===== src/rtl/poly_add_sched_if.sv =====
// Bundle between the poly add sequencer and its environment: start/busy/done
// handshake, two synchronous read ports, the adder operands/sum and the result port.
interface poly_add_sched_if #(
  parameter int AW  = 8,
  parameter int A_W = 128,
  parameter int B_W = 32
);
  logic           start;
  logic [AW-1:0]  a_base;
  logic [AW-1:0]  b_base;
  logic [AW-1:0]  c_base;
  logic           busy;
  logic           done;
  logic           a_rd_en;
  logic [AW-1:0]  a_rd_addr;
  logic [A_W-1:0] a_rd_data;
  logic           b_rd_en;
  logic [AW-1:0]  b_rd_addr;
  logic [B_W-1:0] b_rd_data;
  logic [A_W-1:0] add_a;
  logic [B_W-1:0] add_b;
  logic [A_W-1:0] add_sum;
  logic           c_wr_en;
  logic [AW-1:0]  c_wr_addr;
  logic [A_W-1:0] c_wr_data;

  // Sequencer side
  modport master (
    input  start, a_base, b_base, c_base, a_rd_data, b_rd_data, add_sum,
    output busy, done, a_rd_en, a_rd_addr, b_rd_en, b_rd_addr,
           add_a, add_b, c_wr_en, c_wr_addr, c_wr_data
  );

  // Environment side: top-level FSM, memories and the adder
  modport slave (
    output start, a_base, b_base, c_base, a_rd_data, b_rd_data, add_sum,
    input  busy, done, a_rd_en, a_rd_addr, b_rd_en, b_rd_addr,
           add_a, add_b, c_wr_en, c_wr_addr, c_wr_data
  );
endinterface


===== src/rtl/poly_add_sched.sv =====
// Streams NUM_WORDS a/b word pairs through the external adder and writes one sum
// per cycle; read in cycle 1+k, operands registered, sum registered, write in 4+k.
module poly_add_sched #(
  parameter int NUM_WORDS = 32,
  parameter int AW        = 8,
  parameter int A_W       = 128,
  parameter int B_W       = 32
) (
  input logic clk,
  input logic rst,
  poly_add_sched_if.master bus
);
  localparam logic [1:0] IDLE  = 2'd0;
  localparam logic [1:0] RUN   = 2'd1;
  localparam logic [1:0] DRAIN = 2'd2;
  localparam logic [1:0] DONE  = 2'd3;

  localparam logic [AW-1:0] LAST_IDX = AW'(NUM_WORDS - 1);

  logic [1:0]     stateReg;
  logic [AW-1:0]  idxReg;
  logic           rdEnReg;
  logic [AW-1:0]  aRdAddrReg;
  logic [AW-1:0]  bRdAddrReg;
  logic           rdValidReg;
  logic           opValidReg;
  logic [A_W-1:0] addAReg;
  logic [B_W-1:0] addBReg;
  logic           cWrEnReg;
  logic [AW-1:0]  cWrAddrReg;
  logic [AW-1:0]  cNextReg;
  logic [A_W-1:0] cWrDataReg;

  always_ff @(posedge clk or posedge rst) begin
    if (rst) begin
      stateReg   <= IDLE;
      idxReg     <= '0;
      rdEnReg    <= 1'b0;
      aRdAddrReg <= '0;
      bRdAddrReg <= '0;
      rdValidReg <= 1'b0;
      opValidReg <= 1'b0;
      addAReg    <= '0;
      addBReg    <= '0;
      cWrEnReg   <= 1'b0;
      cWrAddrReg <= '0;
      cNextReg   <= '0;
      cWrDataReg <= '0;
    end else begin
      // Three-stage valid chain: memory data, adder operands, result word
      rdValidReg <= rdEnReg;
      opValidReg <= rdValidReg;
      cWrEnReg   <= opValidReg;

      if (rdValidReg) begin
        addAReg <= bus.a_rd_data;
        addBReg <= bus.b_rd_data;
      end

      if (opValidReg) begin
        cWrDataReg <= bus.add_sum;
        cWrAddrReg <= cNextReg;
        cNextReg   <= cNextReg + 1'b1;
      end

      case (stateReg)
        IDLE: begin
          if (bus.start) begin
            rdEnReg    <= 1'b1;
            aRdAddrReg <= bus.a_base;
            bRdAddrReg <= bus.b_base;
            cNextReg   <= bus.c_base;
            idxReg     <= '0;
            stateReg   <= RUN;
          end
        end
        RUN: begin
          if (idxReg == LAST_IDX) begin
            rdEnReg  <= 1'b0;
            stateReg <= DRAIN;
          end else begin
            idxReg     <= idxReg + 1'b1;
            aRdAddrReg <= aRdAddrReg + 1'b1;
            bRdAddrReg <= bRdAddrReg + 1'b1;
          end
        end
        DRAIN: begin
          // Last write is on the port now and nothing is left behind it
          if (cWrEnReg && !rdValidReg && !opValidReg) stateReg <= DONE;
        end
        default: stateReg <= IDLE;
      endcase
    end
  end

  assign bus.busy      = (stateReg == RUN) || (stateReg == DRAIN);
  assign bus.done      = (stateReg == DONE);
  assign bus.a_rd_en   = rdEnReg;
  assign bus.b_rd_en   = rdEnReg;
  assign bus.a_rd_addr = aRdAddrReg;
  assign bus.b_rd_addr = bRdAddrReg;
  assign bus.add_a     = addAReg;
  assign bus.add_b     = addBReg;
  assign bus.c_wr_en   = cWrEnReg;
  assign bus.c_wr_addr = cWrAddrReg;
  assign bus.c_wr_data = cWrDataReg;
endmodule

===== src/flat_wrapper.sv =====
// flat-port wrapper written by rule: the top's interface ports become plain ports
module poly_add_sched_flat 
#(
  parameter int NUM_WORDS = 32,
  parameter int AW        = 8,
  parameter int A_W       = 128,
  parameter int B_W       = 32
)
  (clk, rst, bus_start, bus_a_base, bus_b_base, bus_c_base, bus_a_rd_data, bus_b_rd_data, bus_add_sum, bus_busy, bus_done, bus_a_rd_en, bus_a_rd_addr, bus_b_rd_en, bus_b_rd_addr, bus_add_a, bus_add_b, bus_c_wr_en, bus_c_wr_addr, bus_c_wr_data);
  poly_add_sched_if #(.AW(AW), .A_W(A_W), .B_W(B_W)) bus_i ();
  input logic clk;
  input logic rst;
  input wire logic [$bits(bus_i.start)-1:0] bus_start;
  input wire logic [$bits(bus_i.a_base)-1:0] bus_a_base;
  input wire logic [$bits(bus_i.b_base)-1:0] bus_b_base;
  input wire logic [$bits(bus_i.c_base)-1:0] bus_c_base;
  input wire logic [$bits(bus_i.a_rd_data)-1:0] bus_a_rd_data;
  input wire logic [$bits(bus_i.b_rd_data)-1:0] bus_b_rd_data;
  input wire logic [$bits(bus_i.add_sum)-1:0] bus_add_sum;
  output wire logic [$bits(bus_i.busy)-1:0] bus_busy;
  output wire logic [$bits(bus_i.done)-1:0] bus_done;
  output wire logic [$bits(bus_i.a_rd_en)-1:0] bus_a_rd_en;
  output wire logic [$bits(bus_i.a_rd_addr)-1:0] bus_a_rd_addr;
  output wire logic [$bits(bus_i.b_rd_en)-1:0] bus_b_rd_en;
  output wire logic [$bits(bus_i.b_rd_addr)-1:0] bus_b_rd_addr;
  output wire logic [$bits(bus_i.add_a)-1:0] bus_add_a;
  output wire logic [$bits(bus_i.add_b)-1:0] bus_add_b;
  output wire logic [$bits(bus_i.c_wr_en)-1:0] bus_c_wr_en;
  output wire logic [$bits(bus_i.c_wr_addr)-1:0] bus_c_wr_addr;
  output wire logic [$bits(bus_i.c_wr_data)-1:0] bus_c_wr_data;
  assign bus_i.start = bus_start;
  assign bus_i.a_base = bus_a_base;
  assign bus_i.b_base = bus_b_base;
  assign bus_i.c_base = bus_c_base;
  assign bus_i.a_rd_data = bus_a_rd_data;
  assign bus_i.b_rd_data = bus_b_rd_data;
  assign bus_i.add_sum = bus_add_sum;
  assign bus_busy = bus_i.busy;
  assign bus_done = bus_i.done;
  assign bus_a_rd_en = bus_i.a_rd_en;
  assign bus_a_rd_addr = bus_i.a_rd_addr;
  assign bus_b_rd_en = bus_i.b_rd_en;
  assign bus_b_rd_addr = bus_i.b_rd_addr;
  assign bus_add_a = bus_i.add_a;
  assign bus_add_b = bus_i.add_b;
  assign bus_c_wr_en = bus_i.c_wr_en;
  assign bus_c_wr_addr = bus_i.c_wr_addr;
  assign bus_c_wr_data = bus_i.c_wr_data;
  poly_add_sched #(.NUM_WORDS(NUM_WORDS), .AW(AW), .A_W(A_W), .B_W(B_W)) u_core (.clk(clk), .rst(rst), .bus(bus_i));
endmodule

===== config.mk =====
export PLATFORM = sky130hd
export DESIGN_NAME = poly_add_sched_flat
export DESIGN_NICKNAME = d
export VERILOG_FILES = /design/src/rtl/poly_add_sched_if.sv /design/src/rtl/poly_add_sched.sv /design/src/flat_wrapper.sv
export SDC_FILE = /design/constraint.sdc
export NUM_CORES = 1
export LEC_CHECK = 0
export ABC_AREA = 1
export CAP_MARGIN = 5
export CORE_AREA = 2 2 248 250
export CTS_CLUSTER_DIAMETER = 40
export DETAILED_ROUTE_END_ITERATION = 7
export DIE_AREA = 0 0 250 252
export PLACE_DENSITY = 0.58
export SLEW_MARGIN = 20
export SYNTH_ARGS = -nofsm -noshare
export SYNTH_HDL_FRONTEND = slang
export SYNTH_SLANG_ARGS = --single-unit

===== constraint.sdc =====
create_clock -name clk -period 15.87 [get_ports clk]
set_clock_uncertainty 0.15 [all_clocks]
set_input_delay 3.174 -clock clk [delete_from_list [all_inputs] [get_ports clk]]
set_output_delay 3.174 -clock clk [all_outputs]
set_load 0.03 [all_outputs]

==> key figures, run 1 <==
Outcome
  – Status: completed

Finish
  – Area growth syn-to-layout: 70.7%
  – Fin nets: 2,534
  – Final cell count without fillers: around 3,100
  – Non-Filler Cell Area, Final: ~23,000 sq um
  – Share of cells above drive strength 1: under 10%

Drt
  – Drt wl/cell: roughly 16 microns
  – DRC viols: 0
  – Drt initial violations: between 700 and 800
  – Via count: about 12,000
  – First-pass DRT Iterations: 5
  – Vias per cell: roughly 4
  – Final ANT Viol Nets: 0
  – Routed wire length: a little under 50,000 microns

Placement
  – Placer Congestion: 0.865
  – Place WS: roughly 9.6 ns
  – Port bufs: 631
  – HPWL Detailed: approximately 35,000 microns
  – Cell Area, Placed: approximately 20,000 sq um
  – Dpl cells: just under 3,000

Die
  – # IOs: ~630
  – Row count: 90
  – Die area: between 60,000 and 70,000 sq um
  – Die extent in y: 252 microns
  – Initial Util: 22.2%
  – Core box area: about 60,000 sq um
  – Die Wd: around 250 microns

Clocking
  – Clock Tree Buf Depth: 3
  – Postcts setup bufs: 0
  – CTS tree: built
  – Clk_lat worst skew: between 0.5 and 0.6 ns
  – CTS Hold Bufs: 0
  – CTS Buf Count: 67
  – Clk pin slew, worst setup/hold paths: 0.05 ns
  – Post_cts resized: 0
  – Clock sink count: approximately 330
  – H-tree depth: 3
  – Root Driver: clkbuf_16

Global routing
  – Gr usage total: 14.8%
  – Initial antenna violation count: 2
  – First-pass GRT wire length: 73,200 microns
  – Largest net degree at the start of global routing: 89
  – Gr ovfl total: 0
  – Number of global-route vias before repair: 12,600

Logic synthesis
  – Post-Syn Area per Cell: approximately 8.5 sq um
  – Seq/Total Area, Yosys: a little over three fifths
  – Distinct cells, synth: 28
  – Syn Inst Count: between 1,500 and 2,000
  – Syn_nets: 1,899
  – Yosys warns: 0
  – Synthesized area: between 10,000 and 15,000 sq um
  – Post-synthesis register bit count: 334

Timing
  – RSZ-0062 raised after global routing: false
  – Final WS setup: roughly 10 ns
  – Slew at the pin closest to its max-slew limit: between 0.9 and 1 ns
  – Final Hold Viols: 0
  – Fmax: 182 MHz
  – Final setup violation count: 0
  – Tmin final: roughly 5.5 ns
  – Period utilization: a little over a third
  – Slew margin rel.: 37.5%
  – Slew Limit Fails: 0
  – Setup_tns: 0 ns

Worst setup path
  – R2r setup slk: 12.77 ns
  – Crit-path max FO: 77
  – CP Data Arrival Time: between 5 and 6 ns
  – Worst setup EP type: asynchronous set/reset pin
  – Worst Path Buf+Inv: 4
  – CP most frequent cell: buf_4
  – CP delay by family, top: buffers and inverters
  – Critical-path cell list: clkdlybuf4s50_1, inv_8, buf_4, buf_4
  – Required @ worst endpoint: 16.17 ns
  – Crit start category: input pin
  – CP max-delay cell: buf_4
  – Critical path class: in -> async
  – Largest stage delay, worst path: around 0.8 ns

Power
  – Power Density: roughly 250 nW/um^2
  – Total power: around 5.7 mW
  – LEAKAGE: roughly 11 nW
  – VDD IR max: ~110 uV

Worst hold path
  – Hold/Removal Path Class: reg -> reg

Run
  – Max Cap Viol: 0
Yosys cell counts:
master	instances	area share, %
nand4_1	10	0.47
nand2_2	2	0.094
o21ai_0	18	0.68
buf_2	18	0.68
nor2_1	27	0.76
buf_1	4	0.11
o21bai_1	1	0.056
xor2_1	5	0.33
buf_6	2	0.17
a22oi_1	1	0.056
nand4_2	1	0.094
ha_1	8	0.75
nor2_4	1	0.084
buf_4	3	0.17
a21oi_1	3	0.11
nand3b_1	2	0.11
nand2_4	1	0.084
clkbuf_1	48	1.4
nand2_1	1002	28
o21ai_2	1	0.066
inv_2	4	0.11
or2_2	5	0.23
inv_1	36	1.0
o21ai_1	9	0.34
nand3_1	28	1.1
nor3_1	1	0.038
dfrtp_1	334	63
a31oi_1	1	0.047
logic make-up (layout without fill, tap and decap cells):
family	count (synthesis)	count (layout)	synth area share, %
AND/OR/NAND/NOR	1080	1080	31.2
flip-flops	334	334	62.7
buffers and inverters	115	805	3.61
AO/OA/AOI/OAI	34	34	1.35
adder cells (fa/ha/maj)	8	8	0.751
XOR/XNOR	5	5	0.329
other	0	2	0
registers in the layout, indices dropped and copies added (netlist names):
signal / cells
u_core.bus.c_wr_data: 128
u_core.rdValidReg: 1
u_core.bus.a_rd_en: 1
u_core.bus.c_wr_en: 1
u_core.opValidReg: 1
u_core.stateReg: 2
u_core.idxReg: 8
u_core.bus.a_rd_addr: 8
u_core.bus.add_a: 128
u_core.bus.b_rd_addr: 8
u_core.cNextReg: 8
u_core.bus.c_wr_addr: 8
u_core.bus.add_b: 32
layout by cell type (no fill, tap or decap):
cell	count
nand3b_1	2
a31oi_1	1
nand4_1	10
xor2_1	5
nand4_2	1
inv_8	3
nand3_1	28
inv_2	2
nor2_1	27
o21ai_1	9
clkinv_4	5
dfrtp_4	2
nand2_4	1
inv_1	35
nand2_2	2
diode_2	2
buf_4	10
ha_1	8
clkdlybuf4s50_1	631
inv_4	2
a22oi_1	1
o21ai_2	1
clkbuf_16	67
clkinv_2	8
a21oi_1	3
o21bai_1	1
nor3_1	1
o21ai_0	18
clkinv_16	3
inv_16	3
clkbuf_8	2
or2_2	5
nor2_4	1
nand2_1	1002
dfrtp_1	332
clkbuf_1	7
clkinvlp_4	8
inv_6	12
bufinv_16	7
worst paths after layout:
kind                                     startpoint                  endpoint  depth (start not counted)
max                                             rst         u_core.rdValidReg                          4
min reg2reg                u_core.bus.c_wr_data[76]  u_core.bus.c_wr_data[76]                          2
max reg2reg                       u_core.opValidReg        u_core.stateReg[0]                          7
min in group asynchronous                       rst  u_core.bus.c_wr_data[23]                          2
max in group clk                 u_core.stateReg[0]                  bus_busy                          3
min                        u_core.bus.c_wr_data[76]  u_core.bus.c_wr_data[76]                          2
where the power goes:
part | switching [mW] | total [mW] | internal, mW
sequential | 0.322 | 1.60 | 1.27
clock | 0.527 | 1.46 | 0.929
combinational | 1.64 | 2.63 | 0.989
total | 2.49 | 5.68 | 3.19
through the flow:
stage	hold slack, ns	utilization (%)
2_1_floorplan	0.199	-
3_3_place_gp	0.302	33.9
3_5_place_dp	0.307	33.9
4_1_cts	0.320	37.8
5_1_grt	0.327	37.8
6_report	0.315	37.8
per-layer routing:
metal	vias up	track usage (%)	wire length, microns
li1	6073	-	-
met3	78	4.29	3220
met2	407	25.3	23900
met1	5773	17.8	19900
met4	0	5.01	1240
met5	-	0	0
tightest hold or removal path: cells and delay by family, from the launching register on:
family | cells | cell delay [ns]
flip-flops | 1 | 0.34
AND/OR/NAND/NOR | 2 | 0.09
cell type report:
| class | count | area (sq um) |
|---|---|---|
| inverters | 40 | 163 |
| clock buffers | 76 | 1730 |
| repair buffers | 641 | 6390 |
| clock inverters | 48 | 632 |
| well taps | 782 | 978 |
| fillers | 6039 | 37400 |
| diodes | 2 | 5.00 |
| multi-input cells | 1127 | 4490 |
| flip-flops and latches | 334 | 8370 |
No activity file was read; power rests on OpenSTA's default activity.
==> run 2: changes to the inputs <==
Clock period 15.87 ns to 5.3 ns, I/O delays scaled along.
==> run 2 against run 1 <==
Effect of this change: final cell count down 0.30%; count of clock-buffer cells in the layout is 4 lower; flip-flop and latch count unchanged; power rose to 2.9 times the previous value; global-route usage shrank 0.14 points; cell area fell by 1.1%; utilization decreased by 0.43 points; routed wire length shrank 0.78%; register-to-register slack got worse by 10 ns; hold slack got worse by 0.0015 ns; non-clock buffer count is 3 higher; critical path depth is 1 lower.
==> key figures, run 2 (synthesis results as in run 1) <==
Worst setup path
  – Required @ worst endpoint: 4.09 ns (-12.08 ns)
  – Worst flop-to-flop path endpoint: u_core.bus.c_wr_data[36]
  – CP Data Arrival Time: 2.07 ns (-3.73 ns)
  – Worst setup EP type: output pin
  – Largest stage delay, worst path: 0.70 ns (-0.12 ns)
  – Crit-path max FO: 4 (-95%)
  – Crit start category: register
  – Worst Path Buf+Inv: 2 (-2)
  – R2r setup slk: 2.68 ns (-10.09 ns)
  – Critical R2R Launch: u_core.opValidReg
  – Cell depth of the worst flop-to-flop path: 4 (-3)
  – CP delay by family, top: buffers and inverters
  – CP max-delay cell: clkdlybuf4s50_1
  – Critical path class: reg -> out
  – Critical-path cell list: inv_1, ha_1, clkdlybuf4s50_1

Timing
  – Slew Limit Fails: 0 (unchanged)
  – Period utilization: 62.0%
  – Tmin final: between 3 and 4 ns
  – Final setup violation count: 0 (unchanged)
  – Worst hold slack: 0.313 ns (-0.00152 ns)
  – Fmax: 304 MHz
  – Slew at the pin closest to its max-slew limit: 1.02 ns (+0.0793 ns)
  – Final Hold Viols: 0 (unchanged)
  – Slew margin rel.: 32.2% (-5.3 points)
  – RSZ-0062 raised after global routing: false

Drt
  – First-pass DRT Iterations: 6 (+1)
  – Via count: 12,400 (+0.75%)
  – Drt wl/cell: 15.7 microns (-0.48%)
  – Routed wire length: 47,900 microns (-0.78%)
  – Final ANT Viol Nets: 0 (unchanged)
  – DRC viols: 0 (unchanged)
  – Drt initial violations: 593 (-17%)
  – Vias per cell: 4.09 (+1.1%)

Run
  – Max Cap Viol: 0 (unchanged)

Power
  – Clock power frac: 23.4% (-2.2 points)
  – LEAKAGE: 10.9 nW (-0.93%)
  – Reg power frac: 28.6% (+0.5 points)
  – NetSw: 7.23 mW (+190%)
  – VDD IR max: 327 uV (+200%)
  – Total power: 16.5 mW (+190%)
  – P_int: 9.28 mW (+190%)
  – Comb pwr share: 48.0% (+1.8 points)
  – Power Density: 734 nW/um^2 (+190%)
  – Sw Ratio: 43.8% (about the same)

Finish
  – Final cell count without fillers: 3,041 (-0.30%)
  – # fillers: 6,061 (+0.36%)
  – Area growth syn-to-layout: 68.8%
  – Fin nets: 2,530 (-0.16%)
  – Most frequent cells in the layout: nand2_1, clkdlybuf4s50_1, dfrtp_1
  – Share of cells above drive strength 1: 6.07% (-0.33 points)
  – Commonest non-fill, non-tap cell in the layout: nand2_1

Worst hold path
  – HP Start: u_core.bus.c_wr_data[34]
  – Hold EP: u_core.bus.c_wr_data[34]
  – Min-Delay Path Depth: 2 (unchanged)
  – Hold/Removal Path Class: reg -> reg

Global routing
  – Largest net degree at the start of global routing: 105 (+18%)
  – Gr usage total: 14.6% (-0.14 points)
  – First-pass GRT wire length: 72,700 microns (-0.62%)
  – Number of global-route vias before repair: 12,400 (-1.2%)
  – Initial antenna violation count: 2 (unchanged)
  – Gr ovfl total: 0 (unchanged)

Placement
  – Port bufs: 631 (unchanged)
  – Dpl cells: 2,927 (+0.10%)
  – Placer Congestion: 0.874 (+1.1%)
  – HPWL Detailed: 34,700 microns (-0.39%)

Clocking
  – H-tree depth: 2 (-1)
  – Clk pin slew, worst setup/hold paths: 0.05 ns (about the same)
  – Post_cts resized: 0 (unchanged)
  – Root Driver: clkbuf_16
  – Clk_lat worst skew: 0.59 ns (about the same)
  – CTS Buf Count: 60 (-10%)
  – Clock sink count: 334 (unchanged)
  – Clock Tree Buf Depth: 3 (unchanged)
  – Postcts setup bufs: 0 (unchanged)
  – CTS tree: built
  – CTS Hold Bufs: 0 (unchanged)

Outcome
  – Status: completed

Die
  – Core box area: 60,100 sq um (unchanged)
  – Die area: 63,000 sq um (unchanged)
  – # IOs: 632 (unchanged)
  – Die Wd: 250 microns (unchanged)
  – Initial Util: 22.2% (unchanged)
  – Die extent in y: 252 microns (unchanged)
  – Row count: 90 (unchanged)
-- run 2: worst register-to-register path, delay by kind of cell (launching register included) --
kind          cells  cell delay [ns]
flops             1             0.72
simple gates      2             0.30
buf+inv           2             1.38
-- run 2: layer usage --
layer | wire length [microns] | global-route usage [%] | share of wire [%] | up-vias
met5 | 10 | 0 | 0.021 | -
met4 | 1510 | 5.63 | 3.2 | 2
met3 | 3600 | 4.21 | 7.5 | 95
met2 | 23100 | 24.2 | 48 | 453
met1 | 19600 | 18.1 | 41 | 5805
li1 | - | - | - | 6069
-- run 2: how the worst max path moves through the flow --
| stage | from | end | slack (ns) | cells past startpoint |
|---|---|---|---|---|
| after floorplan | rst | u_core.bus.a_rd_addr[0] | -0.37 | 1 |
| after global placement | bus_start | u_core.bus.a_rd_addr[5] | 2.13 | 8 |
| after detailed placement | bus_start | u_core.bus.a_rd_addr[5] | 2.13 | 8 |
| after CTS | u_core.stateReg[0] | bus_busy | 1.94 | 3 |
| after global routing | u_core.stateReg[0] | bus_busy | 1.92 | 3 |
| final | u_core.stateReg[0] | bus_busy | 2.02 | 3 |
-- run 2: cell type report --
| class | instances | area (sq um) | area share [%] |
|---|---|---|---|
| inverter | 40 | 159 | 0.706 |
| clock buffer | 72 | 1600 | 7.10 |
| tap | 782 | 978 | 4.35 |
| timing repair buffer | 644 | 6450 | 28.7 |
| clock inverter | 41 | 454 | 2.02 |
| multi-input combinational | 1127 | 4490 | 20.0 |
| antenna | 1 | 2.50 | 0.0111 |
| sequential | 334 | 8370 | 37.2 |
-- run 2: power groups by stage --
stage / combinational [mW] / clock (mW) / sequential, mW
2_1_floorplan: 2.26 / 0 / 6.87
3_3_place_gp: 7.95 / 0 / 4.72
3_5_place_dp: 8.02 / 0 / 4.75
4_1_cts: 8.04 / 3.97 / 4.75
5_1_grt: 8.52 / 4.08 / 4.91
6_report: 7.92 / 3.86 / 4.73
-- run 2: metrics by stage --
| stage | setup slack (ns) | instance area, sq um | util, % | setup TNS (ns) |
|---|---|---|---|---|
| final | 2.02 | 22500 | 37.4 | 0 |
| after global routing | 1.92 | 22500 | 37.4 | 0 |
| after CTS | 1.94 | 22500 | 37.4 | 0 |
| after detailed placement | 2.13 | 20400 | 34.0 | 0 |
| after global placement | 2.13 | 20400 | 34.0 | 0 |
| after floorplan | -0.373 | 13300 | - | -124.45 |
==> run 3: changes to the inputs <==
Settings changed: PLACE_DENSITY 0.58 to 0.59.
Clock period 5.3 ns to 3 ns, I/O delays scaled along.
==> run 3 against run 2 <==
Effect of this change: global-route usage grew 0.28 points; count of clock-buffer cells in the layout shrank 6; non-clock buffer count grew 12; utilization up 0.19 points; flip-flop and latch count is the same; critical path depth unchanged; via count rose by 0.86%; final cell count is 0.49% higher; cell area up 0.51%; power rose by 76%; critical endpoint unchanged; largest power group unchanged; highest routed layer unchanged.
==> key figures, run 3 (synthesis results as in run 1) <==
Outcome
  – Status: completed

Worst setup path
  – Critical-path cell list: inv_1, ha_1, clkdlybuf4s50_1
  – Largest stage delay, worst path: 0.69 ns (about the same)
  – Worst setup EP type: output pin
  – Critical path class: reg -> out
  – Crit start category: register
  – CP Data Arrival Time: 2.06 ns (about the same)
  – Cell depth of the worst flop-to-flop path: 8 (+4)
  – CP max-delay cell: clkdlybuf4s50_1
  – Required @ worst endpoint: 2.25 ns (-1.84 ns)
  – Crit-path max FO: 4 (unchanged)

Placement
  – Dpl cells: 2,939 (+0.41%)
  – Placer Congestion: 0.852 (-2.5%)
  – Cell Area, Placed: 20,600 sq um (+0.75%)
  – HPWL Detailed: 36,100 microns (+4.2%)
  – Port bufs: 631 (unchanged)

Clocking
  – CTS Buf Count: 60 (unchanged)
  – H-tree depth: 2 (unchanged)
  – Postcts setup bufs: 0 (unchanged)
  – CTS Hold Bufs: 0 (unchanged)
  – Clk_lat worst skew: 0.60 ns (about the same)
  – Post_cts resized: 0 (unchanged)
  – Root Driver: clkbuf_16
  – Clk pin slew, worst setup/hold paths: 0.05 ns (about the same)
  – Clock sink count: 334 (unchanged)
  – Clock Tree Buf Depth: 3 (unchanged)
  – CTS tree: built

Timing
  – Final Hold Viols: 0 (unchanged)
  – Fmax: between 300 and 400 MHz
  – Period utilization: 93.7%
  – Slew margin rel.: 60.3% (+28 points)
  – Tmin final: approximately 2.8 ns
  – RSZ-0062 raised after global routing: false
  – Slew Limit Fails: 0 (unchanged)
  – Final setup violation count: 0 (unchanged)
  – Slew at the pin closest to its max-slew limit: 0.595 ns (-0.422 ns)

Drt
  – Vias per cell: 4.10 (+0.37%)
  – Routed wire length: 49,100 microns (+2.5%)
  – Drt initial violations: 677 (+14%)
  – DRC viols: 0 (unchanged)
  – Final ANT Viol Nets: 0 (unchanged)
  – First-pass DRT Iterations: 5 (-1)
  – Via count: 12,500 (+0.86%)
  – Drt wl/cell: 16.1 microns (+2.0%)

Power
  – VDD IR max: 637 uV (+95%)
  – Power Density: 1290 nW/um^2 (+75%)
  – LEAKAGE: 10.9 nW (+0.22%)

Run
  – Max Cap Viol: 0 (unchanged)

Global routing
  – First-pass GRT wire length: 74,000 microns (+1.7%)
  – Initial antenna violation count: 8 (+6)
  – Number of global-route vias before repair: 12,500 (+0.81%)
  – Largest net degree at the start of global routing: 118 (+12%)
  – Gr usage total: 14.9% (+0.28 points)
  – Gr ovfl total: 0 (unchanged)

Die
  – Row count: 90 (unchanged)
  – Core box area: 60,100 sq um (unchanged)
  – Initial Util: 22.2% (unchanged)
  – # IOs: 632 (unchanged)
  – Die Wd: 250 microns (unchanged)
  – Die area: 63,000 sq um (unchanged)
  – Die extent in y: 252 microns (unchanged)

Finish
  – Non-Filler Cell Area, Final: 22,600 sq um (+0.51%)
  – Share of cells above drive strength 1: 6.74% (+0.67 points)
  – Fin nets: 2,542 (+0.47%)
  – Area growth syn-to-layout: 69.7%
  – Multi-input gate area: 4490 sq um (unchanged)
  – Commonest non-fill, non-tap cell in the layout: nand2_1
  – Final cell count without fillers: 3,056 (+0.49%)
  – # fillers: 6,110 (+0.81%)
  – Storage element area: 8370 sq um (unchanged)
  – Most frequent cells in the layout: nand2_1, clkdlybuf4s50_1, dfrtp_1
  – Final core utilization: 37.6% (+0.19 points)

Worst hold path
  – Hold/Removal Path Class: in -> async
-- run 3: layout make-up --
type | instances | area share (%)
flip-flops and latches | 334 | 37.0
inverters | 40 | 0.703
repair buffers | 656 | 29.2
clock inverters | 48 | 2.05
multi-input cells | 1127 | 19.9
clock buffers | 66 | 6.83
well taps | 782 | 4.33
diodes | 3 | 0.0332
-- run 3: final timing paths --
check	startpoint	to	slack [ns]
max	u_core.stateReg[1]	bus_busy	0.19
min	rst	u_core.bus.add_a[39]	0.15
max reg2reg	u_core.stateReg[1]	u_core.bus.b_rd_addr[3]	0.78
min reg2reg	u_core.bus.a_rd_en	u_core.rdValidReg	0.31
max in group asynchronous	rst	u_core.opValidReg	1.67
min in group clk	u_core.bus.a_rd_en	u_core.rdValidReg	0.31
-- run 3: layer usage --
layer / global-route usage (%) / part of all wire, % / wire (microns)
met1: 18.3 / 41 / 20200
met2: 25.5 / 49 / 24300
met4: 4.52 / 2.3 / 1100
met3: 4.16 / 7.1 / 3480
met5: 0 / 0.026 / 13
-- run 3: where the power goes --
| part | total (mW) | switching [mW] | internal, mW |
|---|---|---|---|
| logic | 14.3 | 9.00 | 5.33 |
| registers | 8.18 | 1.44 | 6.74 |
| clock network | 6.60 | 2.60 | 4.00 |
-- run 3: per-stage QoR --
step / hold slack (ns) / worst slack [ns] / setup TNS (ns) / power [mW]
final: 0.150 / 0.190 / 0 / 29.1
after global routing: 0.130 / 0.0934 / 0 / 30.8
after CTS: 0.111 / 0.145 / 0 / 29.5
after detailed placement: 0.307 / 0.643 / 0 / 22.7
after global placement: 0.302 / 0.650 / 0 / 22.5
after floorplan: 0.199 / -2.21 / -739.01 / 16.1
-- run 3: worst max-delay path: cells and delay by family (launching register included) --
family | cells | cell delay, ns
flops | 1 | 0.40
fa+ha+maj | 1 | 0.30
buf+inv | 2 | 0.77
